===== config.mk =====
export PLATFORM = sky130hd
export DESIGN_NAME = fetch_unit_flat
export DESIGN_NICKNAME = d
export VERILOG_FILES = /design/src/rtl/fetch_unit_if.sv /design/src/rtl/fetch_unit.sv /design/src/flat_wrapper.sv
export SDC_FILE = /design/constraint.sdc
export NUM_CORES = 1
export LEC_CHECK = 0
export BUFFER_PORTS_ARGS = -buffer_cell sky130_fd_sc_hd__buf_4
export CORE_MARGIN = 10
export CORE_UTILIZATION = 50
export DETAILED_ROUTE_END_ITERATION = 8
export GPL_TIMING_DRIVEN = 0
export PLACE_DENSITY_LB_ADDON = 0.15
export SYNTH_ARGS = -nofsm -noshare
export SYNTH_HDL_FRONTEND = slang
export SYNTH_SLANG_ARGS = --single-unit

===== constraint.sdc =====
create_clock -name clk -period 7.7 [get_ports clk]
set_input_delay 1.54 -clock clk [delete_from_list [all_inputs] [get_ports clk]]
set_output_delay 1.54 -clock clk [all_outputs]
set_load 0.05 [all_outputs]

===== src/rtl/fetch_unit_if.sv =====
`default_nettype none
// ============================================================================
//  Module      : fetch_unit_if
//  Description : Bundles the instruction-memory bus, the redirect request and
//                the decoder-facing valid/ready handshake of fetch_unit.
//                modport master : the fetch unit side
//                modport slave  : memory + decoder + branch-unit side
//  Signals     : instr_req_o/instr_addr_o/instr_gnt_i      request channel
//                instr_rvalid_i/instr_rdata_i              in-order responses
//                redirect_i/redirect_pc_i                  jump/branch redirect
//                fetch_valid_o/fetch_ready_i/fetch_instr_o/fetch_addr_o
//                                                          decoder handshake
//  Revision    : 1.0 - initial release
// ============================================================================
interface fetch_unit_if #(
    parameter int RISCV_ADDR_WIDTH = 32,
    parameter int RISCV_WORD_WIDTH = 32
);
    logic                        instr_req_o;
    logic [RISCV_ADDR_WIDTH-1:0] instr_addr_o;
    logic                        instr_gnt_i;
    logic                        instr_rvalid_i;
    logic [RISCV_WORD_WIDTH-1:0] instr_rdata_i;
    logic                        redirect_i;
    logic [RISCV_ADDR_WIDTH-1:0] redirect_pc_i;
    logic                        fetch_valid_o;
    logic                        fetch_ready_i;
    logic [RISCV_WORD_WIDTH-1:0] fetch_instr_o;
    logic [RISCV_ADDR_WIDTH-1:0] fetch_addr_o;

    modport master (
        output instr_req_o, instr_addr_o,
        input  instr_gnt_i, instr_rvalid_i, instr_rdata_i,
        input  redirect_i, redirect_pc_i,
        output fetch_valid_o, fetch_instr_o, fetch_addr_o,
        input  fetch_ready_i
    );

    modport slave (
        input  instr_req_o, instr_addr_o,
        output instr_gnt_i, instr_rvalid_i, instr_rdata_i,
        output redirect_i, redirect_pc_i,
        input  fetch_valid_o, fetch_instr_o, fetch_addr_o,
        output fetch_ready_i
    );
endinterface
`default_nettype wire


===== src/rtl/fetch_unit.sv =====
`default_nettype none
// ============================================================================
//  Module      : fetch_unit
//  Description : Instruction fetch stage. Issues word-aligned requests, buffers
//                returned words in a prefetch FIFO, and aligns 32-bit and
//                16-bit (compressed) instructions for the decoder. Redirects
//                flush the FIFO and discard responses still in flight.
//  Ports       : clk  - clock
//                rst  - asynchronous reset, active-high
//                bus  - fetch_unit_if.master (memory bus, redirect, decoder)
//  Parameters  : FIFO_DEPTH - prefetch FIFO words (power of 2, >= 2)
//                RESET_PC   - PC after reset (halfword aligned)
//  Macro       : FETCH_COMPRESSED_EN - when defined, RVC alignment is built;
//                otherwise every head word is one 32-bit instruction.
//  Revision    : 1.0 - initial release
// ============================================================================
module fetch_unit #(
    parameter int          FIFO_DEPTH = 2,
    parameter logic [31:0] RESET_PC   = 32'h0000_0000
) (
    input wire           clk,
    input wire           rst,
    fetch_unit_if.master bus
);

    localparam int PTR_W = $clog2(FIFO_DEPTH);
    localparam int CNT_W = $clog2(FIFO_DEPTH + 1);
    localparam logic [CNT_W:0] DEPTH_LIMIT = (CNT_W + 1)'(FIFO_DEPTH);

    generate
        if (FIFO_DEPTH < 2 || (FIFO_DEPTH & (FIFO_DEPTH - 1)) != 0) begin : g_bad_depth
            $error("fetch_unit: FIFO_DEPTH must be a power of 2 and >= 2");
        end
    endgenerate

    // ------------------------------------------------------------------
    // State
    // ------------------------------------------------------------------
    logic [31:0]      pc;
    logic [31:0]      req_addr;
    logic [CNT_W-1:0] outstanding;
    logic [CNT_W-1:0] discard;
    logic [CNT_W-1:0] fifo_count;
    logic [PTR_W-1:0] rd_ptr;
    logic [PTR_W-1:0] wr_ptr;
    logic [31:0]      fifo_mem [FIFO_DEPTH];

    // ------------------------------------------------------------------
    // Request / response bookkeeping
    // ------------------------------------------------------------------
    logic [CNT_W:0]   in_flight;
    logic             req;
    logic             issue;
    logic             resp;
    logic             drop;
    logic             push;
    logic [CNT_W-1:0] outstanding_nxt;
    logic [31:0]      pc_target;
    logic [31:0]      addr_target;

    // Words already requested plus words buffered never exceed the FIFO,
    // so every accepted response is guaranteed a free slot.
    assign in_flight       = {1'b0, outstanding} + {1'b0, fifo_count};
    assign req             = !rst && !bus.redirect_i && (in_flight < DEPTH_LIMIT);
    assign issue           = req && bus.instr_gnt_i;
    assign resp            = bus.instr_rvalid_i;
    assign drop            = resp && (discard != '0);
    assign push            = resp && (discard == '0) && !bus.redirect_i;
    assign outstanding_nxt = outstanding + CNT_W'(issue) - CNT_W'(resp);

`ifdef FETCH_COMPRESSED_EN
    assign pc_target   = bus.redirect_pc_i & 32'hFFFF_FFFE;
`else
    assign pc_target   = bus.redirect_pc_i & 32'hFFFF_FFFC;
`endif
    assign addr_target = bus.redirect_pc_i & 32'hFFFF_FFFC;

    // ------------------------------------------------------------------
    // Aligner
    // ------------------------------------------------------------------
    logic [31:0] head_word;
    logic        is_compressed;
    logic        needs_two;
    logic [31:0] aligned;
    logic        have_words;
    logic        valid;
    logic        accept;
    logic        pop;
    logic [31:0] pc_step;

    assign head_word = fifo_mem[rd_ptr];

`ifdef FETCH_COMPRESSED_EN
    logic [PTR_W-1:0] next_ptr;
    logic [15:0]      next_lo;

    assign next_ptr = rd_ptr + PTR_W'(1);
    assign next_lo  = fifo_mem[next_ptr][15:0];

    always_comb begin
        is_compressed = 1'b0;
        needs_two     = 1'b0;
        aligned       = head_word;
        if (!pc[1]) begin
            if (head_word[1:0] != 2'b11) begin
                is_compressed = 1'b1;
                aligned       = {16'b0, head_word[15:0]};
            end
        end else if (head_word[17:16] != 2'b11) begin
            is_compressed = 1'b1;
            aligned       = {16'b0, head_word[31:16]};
        end else begin
            // 32-bit instruction straddling two words: low half sits in
            // the upper half of the head, high half in the next word.
            needs_two = 1'b1;
            aligned   = {next_lo, head_word[31:16]};
        end
    end
`else
    assign is_compressed = 1'b0;
    assign needs_two     = 1'b0;
    assign aligned       = head_word;
`endif

    assign have_words = needs_two ? (fifo_count >= CNT_W'(2))
                                  : (fifo_count >= CNT_W'(1));
    assign valid      = have_words && (discard == '0);
    assign accept     = valid && bus.fetch_ready_i && !bus.redirect_i;
    // Head is consumed whenever the instruction reaches the end of the word;
    // a straddling instruction pops only the head and leaves pc[1]=1.
    assign pop        = accept && (pc[1] || !is_compressed);
    assign pc_step    = is_compressed ? 32'd2 : 32'd4;

    // ------------------------------------------------------------------
    // Sequential state
    // ------------------------------------------------------------------
    always_ff @(posedge clk or posedge rst) begin
        if (rst) begin
            pc          <= RESET_PC;
            req_addr    <= RESET_PC & 32'hFFFF_FFFC;
            outstanding <= '0;
            discard     <= '0;
            fifo_count  <= '0;
            rd_ptr      <= '0;
            wr_ptr      <= '0;
        end else begin
            outstanding <= outstanding_nxt;
            if (bus.redirect_i) begin
                pc         <= pc_target;
                req_addr   <= addr_target;
                // Everything still owed by the bus after this edge is stale.
                discard    <= outstanding_nxt;
                fifo_count <= '0;
                rd_ptr     <= '0;
                wr_ptr     <= '0;
            end else begin
                if (issue) begin
                    req_addr <= req_addr + 32'd4;
                end
                if (accept) begin
                    pc <= pc + pc_step;
                end
                if (drop) begin
                    discard <= discard - CNT_W'(1);
                end
                if (push) begin
                    wr_ptr <= wr_ptr + PTR_W'(1);
                end
                if (pop) begin
                    rd_ptr <= rd_ptr + PTR_W'(1);
                end
                fifo_count <= fifo_count + CNT_W'(push) - CNT_W'(pop);
            end
        end
    end

    // Storage needs no reset: occupancy is tracked by fifo_count.
    always_ff @(posedge clk) begin
        if (push) begin
            fifo_mem[wr_ptr] <= bus.instr_rdata_i;
        end
    end

    // ------------------------------------------------------------------
    // Outputs
    // ------------------------------------------------------------------
    assign bus.instr_req_o   = req;
    assign bus.instr_addr_o  = req_addr;
    assign bus.fetch_valid_o = valid;
    assign bus.fetch_instr_o = valid ? aligned : 32'h0;
    assign bus.fetch_addr_o  = pc;

endmodule
`default_nettype wire

===== src/flat_wrapper.sv =====
// flat-port wrapper written by rule: the top's interface ports become plain ports
module fetch_unit_flat 
#(
    parameter int          FIFO_DEPTH = 2,
    parameter logic [31:0] RESET_PC   = 32'h0000_0000
)
  (clk, rst, bus_instr_req_o, bus_instr_addr_o, bus_instr_gnt_i, bus_instr_rvalid_i, bus_instr_rdata_i, bus_redirect_i, bus_redirect_pc_i, bus_fetch_valid_o, bus_fetch_instr_o, bus_fetch_addr_o, bus_fetch_ready_i);
  fetch_unit_if bus_i ();
  input wire clk;
  input wire rst;
  output wire logic [$bits(bus_i.instr_req_o)-1:0] bus_instr_req_o;
  output wire logic [$bits(bus_i.instr_addr_o)-1:0] bus_instr_addr_o;
  input wire logic [$bits(bus_i.instr_gnt_i)-1:0] bus_instr_gnt_i;
  input wire logic [$bits(bus_i.instr_rvalid_i)-1:0] bus_instr_rvalid_i;
  input wire logic [$bits(bus_i.instr_rdata_i)-1:0] bus_instr_rdata_i;
  input wire logic [$bits(bus_i.redirect_i)-1:0] bus_redirect_i;
  input wire logic [$bits(bus_i.redirect_pc_i)-1:0] bus_redirect_pc_i;
  output wire logic [$bits(bus_i.fetch_valid_o)-1:0] bus_fetch_valid_o;
  output wire logic [$bits(bus_i.fetch_instr_o)-1:0] bus_fetch_instr_o;
  output wire logic [$bits(bus_i.fetch_addr_o)-1:0] bus_fetch_addr_o;
  input wire logic [$bits(bus_i.fetch_ready_i)-1:0] bus_fetch_ready_i;
  assign bus_instr_req_o = bus_i.instr_req_o;
  assign bus_instr_addr_o = bus_i.instr_addr_o;
  assign bus_i.instr_gnt_i = bus_instr_gnt_i;
  assign bus_i.instr_rvalid_i = bus_instr_rvalid_i;
  assign bus_i.instr_rdata_i = bus_instr_rdata_i;
  assign bus_i.redirect_i = bus_redirect_i;
  assign bus_i.redirect_pc_i = bus_redirect_pc_i;
  assign bus_fetch_valid_o = bus_i.fetch_valid_o;
  assign bus_fetch_instr_o = bus_i.fetch_instr_o;
  assign bus_fetch_addr_o = bus_i.fetch_addr_o;
  assign bus_i.fetch_ready_i = bus_fetch_ready_i;
  fetch_unit #(.FIFO_DEPTH(FIFO_DEPTH), .RESET_PC(RESET_PC)) u_core (.clk(clk), .rst(rst), .bus(bus_i));
endmodule

==> results by group <==
GRT
  • Largest net degree at the start of global routing: 69
  • First-pass GRT wire length: 28800 um
  • GRT Overall Usage: 20.9%
  • Remaining Overflow, GRT: 0
  • Initial antenna violation count: 0
  • Vias in the first global route: 5406

Route
  • Routed via count: 5296
  • Drt drc: 0
  • Post-DR vias/cell: 5.57
  • DRT Wirelength: 18700 um
  • DRT Pass-1 Iters: 7
  • Post-DRT Antenna Nets: 0
  • WL/cell: 19.7 um
  • DR iter-0 viols: 356

Setup path
  • Max incr delay on CP: 0.41 ns
  • Flop-to-flop setup slack: 4.81 ns
  • CP top delay family: buffers and inverters
  • Worst R2R Start: u_core.fifo_count[0]$_DFF_PP0_
  • Worst reg2reg path depth: 10
  • Startpoint Class: primary input
  • Crit path kind: primary input to output port
  • Cell count along the critical path: 3
  • Crit-path max FO: 9
  • CP endpoint kind: output port
  • Worst Path Buf+Inv: 2
  • Arr. time, crit path: 2.42 ns
  • CP max stage cell: nor4_4
  • R2r endpoint: u_core.bus.instr_addr_o[12]$_DFFE_PP0P_
  • Required @ worst endpoint: 6.16 ns
  • Critical Path, Cell by Cell: buf_2 > nor4_4 > buf_4

Logic synthesis
  • Post-Syn Area: 6370 um2
  • Ys Warns: 0
  • Synthesized netlist cell count: 580
  • Post-synthesis cell type count: 57
  • Sequential-to-total area share from yosys stat: 56.8%
  • Ys flop type: dfrtp_1
  • #FFs+latches synth: 132
  • Syn Area/Cell: 11.0 um2
  • Number of synthesized flops with an enable pin: 64
  • Ys async rst share: 51.5%

Timing
  • Relative slew margins: 18.0%
  • Peak Freq: 0.253 GHz
  • Setup TNS: 0 ns
  • Final Max Tran Viols: 0
  • Hold violation count in the final report: 0
  • # setup viols final: 0
  • Worst Tran Pin Value: 1.22 ns
  • Fin crit period: 3.96 ns
  • Final worst slack: 3.74 ns
  • Unrepaired setup endpoints after global routing: no
  • Fin crit share: 51.4%
  • Worst Skew: 0.00744 ns

Floorplan
  • Die area: 17700 um2
  • Initial Util: 50.7%
  • Die W: 133 um
  • # rows: 41
  • Die H: 133 um
  • I/O pin count: 168
  • Core area: 12600 um2

Placed design
  • RePlAce Congestion: 0.942
  • DP HPWL: 14100 um
  • Post-Place Worst Slack: 3.75 ns
  • PortBufs: 160

Run status
  • Status: finished clean

Clocking
  • CTS tree: done
  • # clock sinks: 132
  • # H-tree levels: 4
  • Post CTS Setup Buffer Count: 0
  • Root Driver: clkbuf_16
  • Clock transition at path regs: 0.06 ns
  • Clock buffer depth: 2
  • CTS resizes: 0
  • Worst skew pair latency: 0.42 ns
  • CTS buffer count: 17
  • Cts hold-fix bufs: 0

Power
  • Worst vdd ir: 0.000106 V
  • PD cells: 262 nW/um2
  • PnR Total Power: 2.19 mW
  • Total leakage power: 3.44 nW

Cells and area
  • Layout cells sized above 1: 28.5%
  • Reg area: 3620 um2
  • Layout Area Growth over Synthesis: 31.3%
  • Multi-input gate area: 2530 um2
  • Fill cells: 1048
  • Ant diodes: 0
  • Nets: 843

Min path
  • Min-Delay Startpoint: u_core.wr_ptr$_DFFE_PP0P_
  • Hold EP: u_core.wr_ptr$_DFFE_PP0P_
  • Hold-critical path depth: 2
  • Worst min path class: flop to flop

Flow run
  • Max-cap violations: 0
-- per-layer routing --
layer  wire length [um]  up-vias  track usage, %
li1                   -     2471               -
met1               7560     2551            25.1
met2               8950      232            33.0
met3               1540       42            6.47
met4                643        0            11.1
met5                  0        -               0
-- cell families (layout without fill, tap and decap cells) --
kind of cell	Yosys count	after routing	synth area share, %
buffers and inverters	51	246	3.71
flip-flops	132	132	56.8
XOR/XNOR	36	36	4.95
multiplexers	36	36	5.73
AND/OR/NAND/NOR	228	228	18.3
other	1	4	0.0588
adder cells (fa/ha/maj)	8	8	1.69
AO/OA/AOI/OAI	88	88	8.70
-- registers in the layout, summed over array words and instances, names as in the netlist --
name and flops:
u_core.bus.fetch_addr_o 30, u_core.bus.instr_addr_o 30, u_core.discard 2, u_core.fifo_count 2, u_core.fifo_mem 64, u_core.outstanding 2, u_core.rd_ptr 1, u_core.wr_ptr 1
-- how the worst max path moves through the flow --
| stage | start | endpoint | slack (ns) |
|---|---|---|---|
| after floorplan | bus_redirect_i | u_core.fifo_mem[0][0]$_DFFE_PP_ | 2.95 |
| after global placement | bus_redirect_i | u_core.fifo_mem[0][29]$_DFFE_PP_ | 1.41 |
| after detailed placement | bus_redirect_i | bus_instr_req_o | 3.75 |
| after CTS | bus_redirect_i | bus_instr_req_o | 3.75 |
| after global routing | bus_redirect_i | bus_instr_req_o | 3.70 |
| final | bus_redirect_i | bus_instr_req_o | 3.74 |
-- cell usage after synthesis (2+ instances only) --
cell type  count  share of area [%]
a21oi_1        6               0.47
o211ai_1       9                1.1
a31oi_1        8               0.79
buf_4          4               0.47
o21ai_0       43                3.4
clkbuf_1      17                1.0
o21ai_1        4               0.31
nand3_1       26                2.0
o221ai_1       2               0.27
nand4_2        2               0.39
edfxtp_1      64                 30
nor3_1        13                1.0
inv_1         19                1.1
buf_2          4               0.31
o311ai_0       8                1.1
nor2_1        65                3.8
and3_1         4               0.39
mux2_2         4               0.71
and4_1         4               0.55
dfrtp_1       68                 27
mux2i_1       32                5.0
a41oi_1        2               0.27
nand4_1       21                2.1
or4_1          2               0.24
xnor2_1       27                3.7
buf_6          2               0.35
and2_1         2               0.20
nor4_4         3                1.0
ha_1           7                1.4
xor2_1         9                1.2
nand2_1       64                3.8
nor4_1         8               0.79
buf_1          3               0.18
-- worst min-delay path, cell delays in order (launching register included) --
cell and delay (ns):
dfrtp_1 0.38, xor2_1 0.08, nor2_1 0.08
-- power by group --
part           total (mW)  switching, mW  internal, mW
Clock               0.724          0.286         0.438
Sequential          0.895         0.0739         0.821
Combinational       0.572          0.383         0.189
Total                2.19          0.743          1.45
-- metrics by stage --
step / hold WS (ns) / cell area [um2] / instances / util [%]
global placement: 0.538 / 7800 / 915 / 62.1
CTS: 0.579 / 8370 / 950 / 66.6
finish: 0.576 / 8370 / 950 / 66.6
floorplan: 0.519 / 6390 / 583 / -
global route: 0.613 / 8370 / 950 / 66.6
detailed placement: 0.563 / 7850 / 918 / 62.4
-- layout make-up --
cell class                 instances  area share [%]
sequential                       132            43.3
multi-input combinational        400            30.2
timing repair buffer             163            14.7
clock buffer                      21            5.26
tap                              172            2.57
buffer                            31            1.93
clock inverter                    11            1.05
inverter                          20           0.926
-- cells in the final DEF (no fill, tap or decap), drive strengths merged, types with 2 or more instances in the layout --
master	count
nand3	28
a31oi	8
nor4	12
edfxtp	64
clkbuf	39
nor2	65
o211ai	10
o311ai	8
and4	4
xnor2	27
mux2i	32
nor3	14
o21ai	47
ha	7
or3	2
dfrtp	68
a41oi	2
or4	3
buf	176
conb	4
nand2	65
and2	2
mux2	4
o221ai	2
nand4	23
inv	20
a21oi	6
and3	5
clkinv	9
xor2	9
Power figures use the tool's default switching activity.
